$ cat src/rtl/vga_fb_arbiter.sv
// ---------------------------------------------------------------------------
// vga_fb_arbiter
//
// Shares one single-port synchronous framebuffer SRAM (160x120, 8 bpp RGB332)
// between display scan-out and a pixel-writer port. Each framebuffer pixel
// covers a 4x4 block of the 640x480 display, so scan-out needs one SRAM read
// every 4 clocks during active lines. Every other SRAM cycle goes to the
// writer.
//
// Ports
//   clk_25     in   pixel clock
//   reset_n    in   synchronous active-low reset
//   h_count    in   [9:0]  horizontal counter from the timing generator
//   v_count    in   [9:0]  vertical counter from the timing generator
//   wr_req     in   writer request; wr_addr/wr_data stable until wr_ack
//   wr_addr    in   [14:0] framebuffer word address (y*160+x)
//   wr_data    in   [7:0]  pixel value
//   wr_ack     out  one-cycle completion pulse
//   wr_err     out  valid with wr_ack; 1 = address out of range, not written
//   mem_en     out  SRAM enable (combinational)
//   mem_we     out  SRAM write enable (combinational)
//   mem_addr   out  [14:0] SRAM address (combinational)
//   mem_wdata  out  [7:0]  SRAM write data (combinational)
//   mem_rdata  in   [7:0]  SRAM read data, valid the cycle after the read
//   pixel_out  out  [7:0]  registered display pixel, 0 outside active video
// ---------------------------------------------------------------------------
module vga_fb_arbiter #(
  parameter int H_ACT_START   = 160,
  parameter int V_ACT_START   = 41,
  parameter int FB_W          = 160,
  parameter int FB_WORDS      = 19200,
  parameter bit WR_ONLY_BLANK = 1'b0
) (
  input  logic        clk_25,
  input  logic        reset_n,
  input  logic [9:0]  h_count,
  input  logic [9:0]  v_count,
  input  logic        wr_req,
  input  logic [14:0] wr_addr,
  input  logic [7:0]  wr_data,
  output logic        wr_ack,
  output logic        wr_err,
  output logic        mem_en,
  output logic        mem_we,
  output logic [14:0] mem_addr,
  output logic [7:0]  mem_wdata,
  input  logic [7:0]  mem_rdata,
  output logic [7:0]  pixel_out
);

  localparam int FB_H = FB_WORDS / FB_W;

  // Active video window on the display counters.
  localparam logic [9:0] V_FIRST = 10'(V_ACT_START);
  localparam logic [9:0] V_LAST  = 10'(V_ACT_START + 4 * FB_H - 1);
  localparam logic [9:0] H_FIRST = 10'(H_ACT_START);
  localparam logic [9:0] H_LAST  = 10'(H_ACT_START + 4 * FB_W - 1);

  // Fetches run 4 clocks ahead of display so the word is in fetch_buf
  // before its 4-pixel block starts.
  localparam logic [9:0] SLOT_FIRST = 10'(H_ACT_START - 4);
  localparam logic [9:0] SLOT_LAST  = 10'(H_ACT_START + 4 * FB_W - 8);
  localparam logic [9:0] CAP_FIRST  = 10'(H_ACT_START - 3);
  localparam logic [9:0] CAP_LAST   = 10'(H_ACT_START + 4 * FB_W - 7);

  localparam logic [14:0] FB_LIMIT = 15'(FB_WORDS);

  typedef enum logic {
    S_IDLE,
    S_ACK
  } wr_state_t;

  wr_state_t r_state;
  wr_state_t w_next;

  logic        r_err;
  logic [7:0]  r_fetch_buf;
  logic [7:0]  r_pixel;

  logic        w_v_act;
  logic        w_h_act;
  logic        w_slot;
  logic        w_capture;
  logic        w_wr_window;
  logic        w_oob;
  logic        w_grant;
  logic [9:0]  w_v_off;
  logic [9:0]  w_h_off;
  logic [14:0] w_fb_y;
  logic [14:0] w_fb_x;
  logic [14:0] w_fetch_addr;

  // Window decode. Out-of-range counter values (h=800, v>=521) fall outside
  // every compare and are naturally inactive.
  assign w_v_act   = (v_count >= V_FIRST) && (v_count <= V_LAST);
  assign w_h_act   = (h_count >= H_FIRST) && (h_count <= H_LAST);
  assign w_slot    = w_v_act && (h_count >= SLOT_FIRST) && (h_count <= SLOT_LAST)
                     && (h_count[1:0] == 2'b00);
  assign w_capture = w_v_act && (h_count >= CAP_FIRST) && (h_count <= CAP_LAST)
                     && (h_count[1:0] == 2'b01);

  // Framebuffer coordinates of the word fetched in this slot.
  assign w_v_off = v_count - V_FIRST;
  assign w_h_off = h_count - SLOT_FIRST;
  assign w_fb_y  = {5'd0, w_v_off} >> 2;
  assign w_fb_x  = {5'd0, w_h_off} >> 2;

  // y*160 as two shifts; the framebuffer row pitch is fixed at 160 words.
  assign w_fetch_addr = (w_fb_y << 7) + (w_fb_y << 5) + w_fb_x;

  assign w_wr_window = !WR_ONLY_BLANK || !w_v_act;
  assign w_oob       = (wr_addr >= FB_LIMIT);

  // NOTE: every signal driven here gets a default first so no path through
  // the case can leave one unassigned and infer a latch.
  always_comb begin
    w_next    = r_state;
    w_grant   = 1'b0;
    mem_en    = 1'b0;
    mem_we    = 1'b0;
    mem_addr  = '0;
    mem_wdata = '0;

    // Display fetch owns the SRAM in its slot regardless of the writer.
    if (w_slot) begin
      mem_en   = 1'b1;
      mem_addr = w_fetch_addr;
    end

    case (r_state)
      S_IDLE: begin
        // Grant is blocked while reset is asserted so a write presented in
        // the reset cycle never reaches the SRAM; the writer keeps wr_req
        // high and is granted again once reset releases.
        if (wr_req && !w_slot && w_wr_window && reset_n) begin
          w_grant = 1'b1;
          w_next  = S_ACK;
          if (!w_oob) begin
            mem_en    = 1'b1;
            mem_we    = 1'b1;
            mem_addr  = wr_addr;
            mem_wdata = wr_data;
          end
        end
      end
      S_ACK: begin
        w_next = S_IDLE;
      end
      default: begin
        w_next = S_IDLE;
      end
    endcase
  end

  // NOTE: state registers use non-blocking assignments so every flop samples
  // the pre-edge values, independent of block evaluation order.
  always_ff @(posedge clk_25) begin
    if (!reset_n) begin
      r_state     <= S_IDLE;
      r_err       <= 1'b0;
      r_fetch_buf <= '0;
      r_pixel     <= '0;
    end else begin
      r_state <= w_next;
      r_err   <= w_grant && w_oob;

      // Read data from the slot one cycle earlier is valid now.
      if (w_capture) begin
        r_fetch_buf <= mem_rdata;
      end

      // Load a new word at the start of each 4-pixel block and hold it for
      // the other three; blank outside active video.
      if (w_v_act && w_h_act) begin
        if (h_count[1:0] == 2'b00) begin
          r_pixel <= r_fetch_buf;
        end
      end else begin
        r_pixel <= '0;
      end
    end
  end

  assign wr_ack    = (r_state == S_ACK);
  assign wr_err    = r_err;
  assign pixel_out = r_pixel;

endmodule
$ cat config.mk
export PLATFORM = sky130hd
export DESIGN_NAME = vga_fb_arbiter
export DESIGN_NICKNAME = d
export VERILOG_FILES = /design/src/rtl/vga_fb_arbiter.sv
export SDC_FILE = /design/constraint.sdc
export NUM_CORES = 1
export LEC_CHECK = 0
export CORE_MARGIN = 2
export CORE_UTILIZATION = 42
export CTS_BUF_LIST = sky130_fd_sc_hd__clkbuf_2 sky130_fd_sc_hd__clkbuf_4 sky130_fd_sc_hd__clkbuf_8
export DETAILED_ROUTE_END_ITERATION = 12
export PLACE_DENSITY_LB_ADDON = 0.2
export SYNTH_ARGS = -nofsm -noshare
export SYNTH_HDL_FRONTEND = slang
export SYNTH_SLANG_ARGS = --single-unit
$ cat constraint.sdc
create_clock -name clk_25 -period 6.08 [get_ports clk_25]
set_input_delay 1.52 -clock clk_25 [delete_from_list [all_inputs] [get_ports clk_25]]
set_output_delay 1.52 -clock clk_25 [all_outputs]
set_load 0.03 [all_outputs]
==> impl_metrics.py <==
metrics = {
    "outcome": {
        "status": "finished clean",
    },
    "global_routing": {
        "grt_pass1_wl_um": 8460,
        "track_usage_pct": 23.3,
        "antenna_found_initial": 0,
        "grt.overflow.total": 0,
        "grt_start_max_net_pins": 26,
        "grt_pass1_vias": 2011,
    },
    "drt": {
        "dr.pass1.iters": 4,
        "ant_nets": 0,
        "via_per_inst": 5.27,
        "routedWlPerCell_um": 13.7,
        "drt_iter0_markers": 78,
        "route.vias.total": 2135,
        "drc": 0,
        "drt-total-wl_um": 5560,
    },
    "clock_network": {
        "cts_tree": "built",
        "numClockSinks": 18,
        "cts_buffers": 3,
        "cts_max_path_buffers": 2,
        "path_clk_slew_ns": 0.06,
        "root_buffer": "clkbuf_8",
        "h-tree-depth": 1,
        "clk_latency_ns": 0.25,
    },
    "hold_path": {
        "worstHoldPathCells": 2,
        "hp-start": "pixel_out[1]",
        "hold_class": "flop to flop",
        "holdPathEnd": "pixel_out[1]",
    },
    "power": {
        "p_sw_uw": 179,
        "vdd_drop_max_uv": 125,
        "clock_power_share_pct": 18.6,
        "p_int_uw": 335,
        "p_seq_share_pct": 23.6,
        "p_leak_uw": 0.00131,
        "comb_power_share_pct": 57.8,
        "powerDensity_mw_per_mm2": 164,
        "power_uw": 514,
        "sw_frac_of_total_pct": 34.8,
    },
    "logic_synthesis": {
        "ys_async_sr_fraction_pct": 0,
        "synth_edf_count": 0,
        "yosysSeqAreaShare_pct": 20.4,
        "syn_nets": 291,
        "synthesis.area_mm2": 0.00176,
        "synthFlopType": "dfxtp_1",
        "synth_seq_cells": 18,
        "netlist_instances": 221,
        "synth_cell_types": 46,
        "syn_avg_cell_area_um2": 7.98,
        "ys_warn_count": 0,
    },
    "setup_path": {
        "timing.rr.end": "wr_err",
        "end_kind": "output pin",
        "crit_type": "input port to output pin",
        "crit_start": "h_count[4]",
        "arrival_ns": 4.43,
        "start_kind": "input port",
        "required_ns": 4.56,
        "reg2regPathDepth": 2,
        "r2r_start": "wr_ack",
        "ff2ff_setup_slack_ns": 5.37,
        "cp_max_fo": 2,
    },
    "sta": {
        "min_period_ns": 5.95,
        "max_clock_freq_mhz": 168,
        "hold_viol_final": 0,
        "setup_viol": 0,
        "maxSlewViolCount": 0,
        "slew_headroom_pct": 41.9,
        "post-route-period-util_pct": 97.9,
        "rsz0062_at_grt": "yes",
        "worstMarginPinSlew_ns": 0.869,
        "finClkSkew_ns": 0.00269,
        "layout_setup_ws_ns": 0.126,
    },
    "floorplan": {
        "coreArea_mm2": 0.00403,
        "start_util_pct": 43.8,
        "pin_count": 89,
        "die_w_um": 68.8,
        "die_y_um": 68.8,
        "dieArea_mm2": 0.00473,
        "rows": 23,
    },
    "finish": {
        "final_layout_size_suffix_gt1_share_pct": 21.7,
        "num-nets-final": 426,
        "area_growth_pct": 77.7,
        "finish.utilization_pct": 77.8,
        "final_cell_mix": "clkdlybuf4s50_1, buf_4, a21oi_1",
        "antenna-diode-count": 0,
        "layoutNonFillerInstCount": 405,
        "layout_commonest_cell": "clkdlybuf4s50_1",
        "fin_area_mm2": 0.00313,
    },
    "placement": {
        "io_buffers": 88,
        "placed_cell_area_mm2": 0.00300,
        "hpwl_um": 4440,
        "pre_cts_slack_ns": -0.541,
        "dp_cells": 398,
        "gp_congestion": 0.873,
    },
    "run": {
        "cap_violations": 0,
    },
}
==> sequential cells by signal (all words and copies together) (netlist names) <==
register / cells
wr_err: 1
wr_ack: 1
pixel_out: 8
r_fetch_buf: 8
==> cells in the mapped netlist, types with 3 or more instances <==
cell type	number	area, um^2
nand3_1	11	55.1
a22o_1	15	131
ha_1	14	175
a21o_1	3	22.5
a211o_1	3	26.3
and2_1	9	56.3
xor2_1	11	96.3
a21oi_1	26	130
xnor2_1	12	105
inv_1	8	30.0
dfxtp_1	18	360
nand2_1	21	78.8
nor2_1	15	56.3
nor3_1	3	15.0
o21ai_0	13	65.1
==> logic make-up (layout without fill, tap and decap cells) <==
| family | count (synthesis) | in the layout | share of synthesized area [%] |
|---|---|---|---|
| AO/OA/AOI/OAI | 75 | 75 | 30.6 |
| XOR/XNOR | 23 | 23 | 11.4 |
| adder cells (fa/ha/maj) | 16 | 16 | 12.2 |
| buffers and inverters | 15 | 149 | 3.97 |
| flip-flops | 18 | 18 | 20.4 |
| multiplexers | 1 | 1 | 0.568 |
| AND/OR/NAND/NOR | 73 | 73 | 20.8 |
==> cell type report <==
type                       instances  area, um^2
inverter                           9        33.8
timing repair buffer             136        1230
fill                             312         896
tap                               50        62.6
sequential                        18         360
clock buffer                       4        55.1
multi-input combinational        188        1390
==> stage by stage <==
step / TNS (ns) / hold slack, ns
2_1_floorplan: 0 / 0.428
3_3_place_gp: -0.701 / 0.443
3_5_place_dp: -0.950 / 0.446
4_1_cts: 0 / 0.454
5_1_grt: -0.0264 / 0.478
6_report: 0 / 0.452
==> worst max-delay path: stages <==
cell and delay, ns:
clkdlybuf4s50_1 0.50, nand3_2 0.09, a21boi_2 0.16, nor2_1 0.07, xnor2_1 0.19, fa_1 0.45, inv_1 0.11, buf_4 0.13
ha_4 0.19, a21oi_2 0.15, o211ai_1 0.14, o41ai_2 0.26, xnor2_1 0.11, a22o_1 0.22, buf_6 0.14
==> layer usage <==
| metal | track usage, % | up-vias | wire [um] |
|---|---|---|---|
| li1 | - | 1070 | - |
| met1 | 28.1 | 971 | 2250 |
| met2 | 43.9 | 90 | 2780 |
| met3 | 4.06 | 4 | 480 |
| met4 | 3.19 | 0 | 39 |
| met5 | 0 | - | 0 |
==> what timing repair did <==
action / in CTS / in global routing
pin swaps: 7 / 3
resized for setup: 22 / 1
hold buffers: 0 / 0
buffers inserted: 2 / 1
setup endpoints to repair: 4 / 4
==> power groups by stage <==
stage	clock [uW]	sequential [uW]	combinational [uW]
after floorplan	0	125	148
after global placement	0	124	270
after CTS	96.8	121	293
final	95.6	122	297
after detailed placement	0	124	277
after global routing	101	122	327
==> how the worst max path moves through the flow <==
stage | to | slack, ns | cells after the start
2_1_floorplan | mem_addr[12] | 0.49 | 10
3_3_place_gp | mem_addr[14] | -0.48 | 14
3_5_place_dp | mem_addr[14] | -0.54 | 14
4_1_cts | mem_addr[13] | 0.06 | 15
5_1_grt | mem_addr[13] | -0.02 | 14
6_report | mem_addr[13] | 0.13 | 15
No activity file was read; power rests on OpenSTA's default activity.
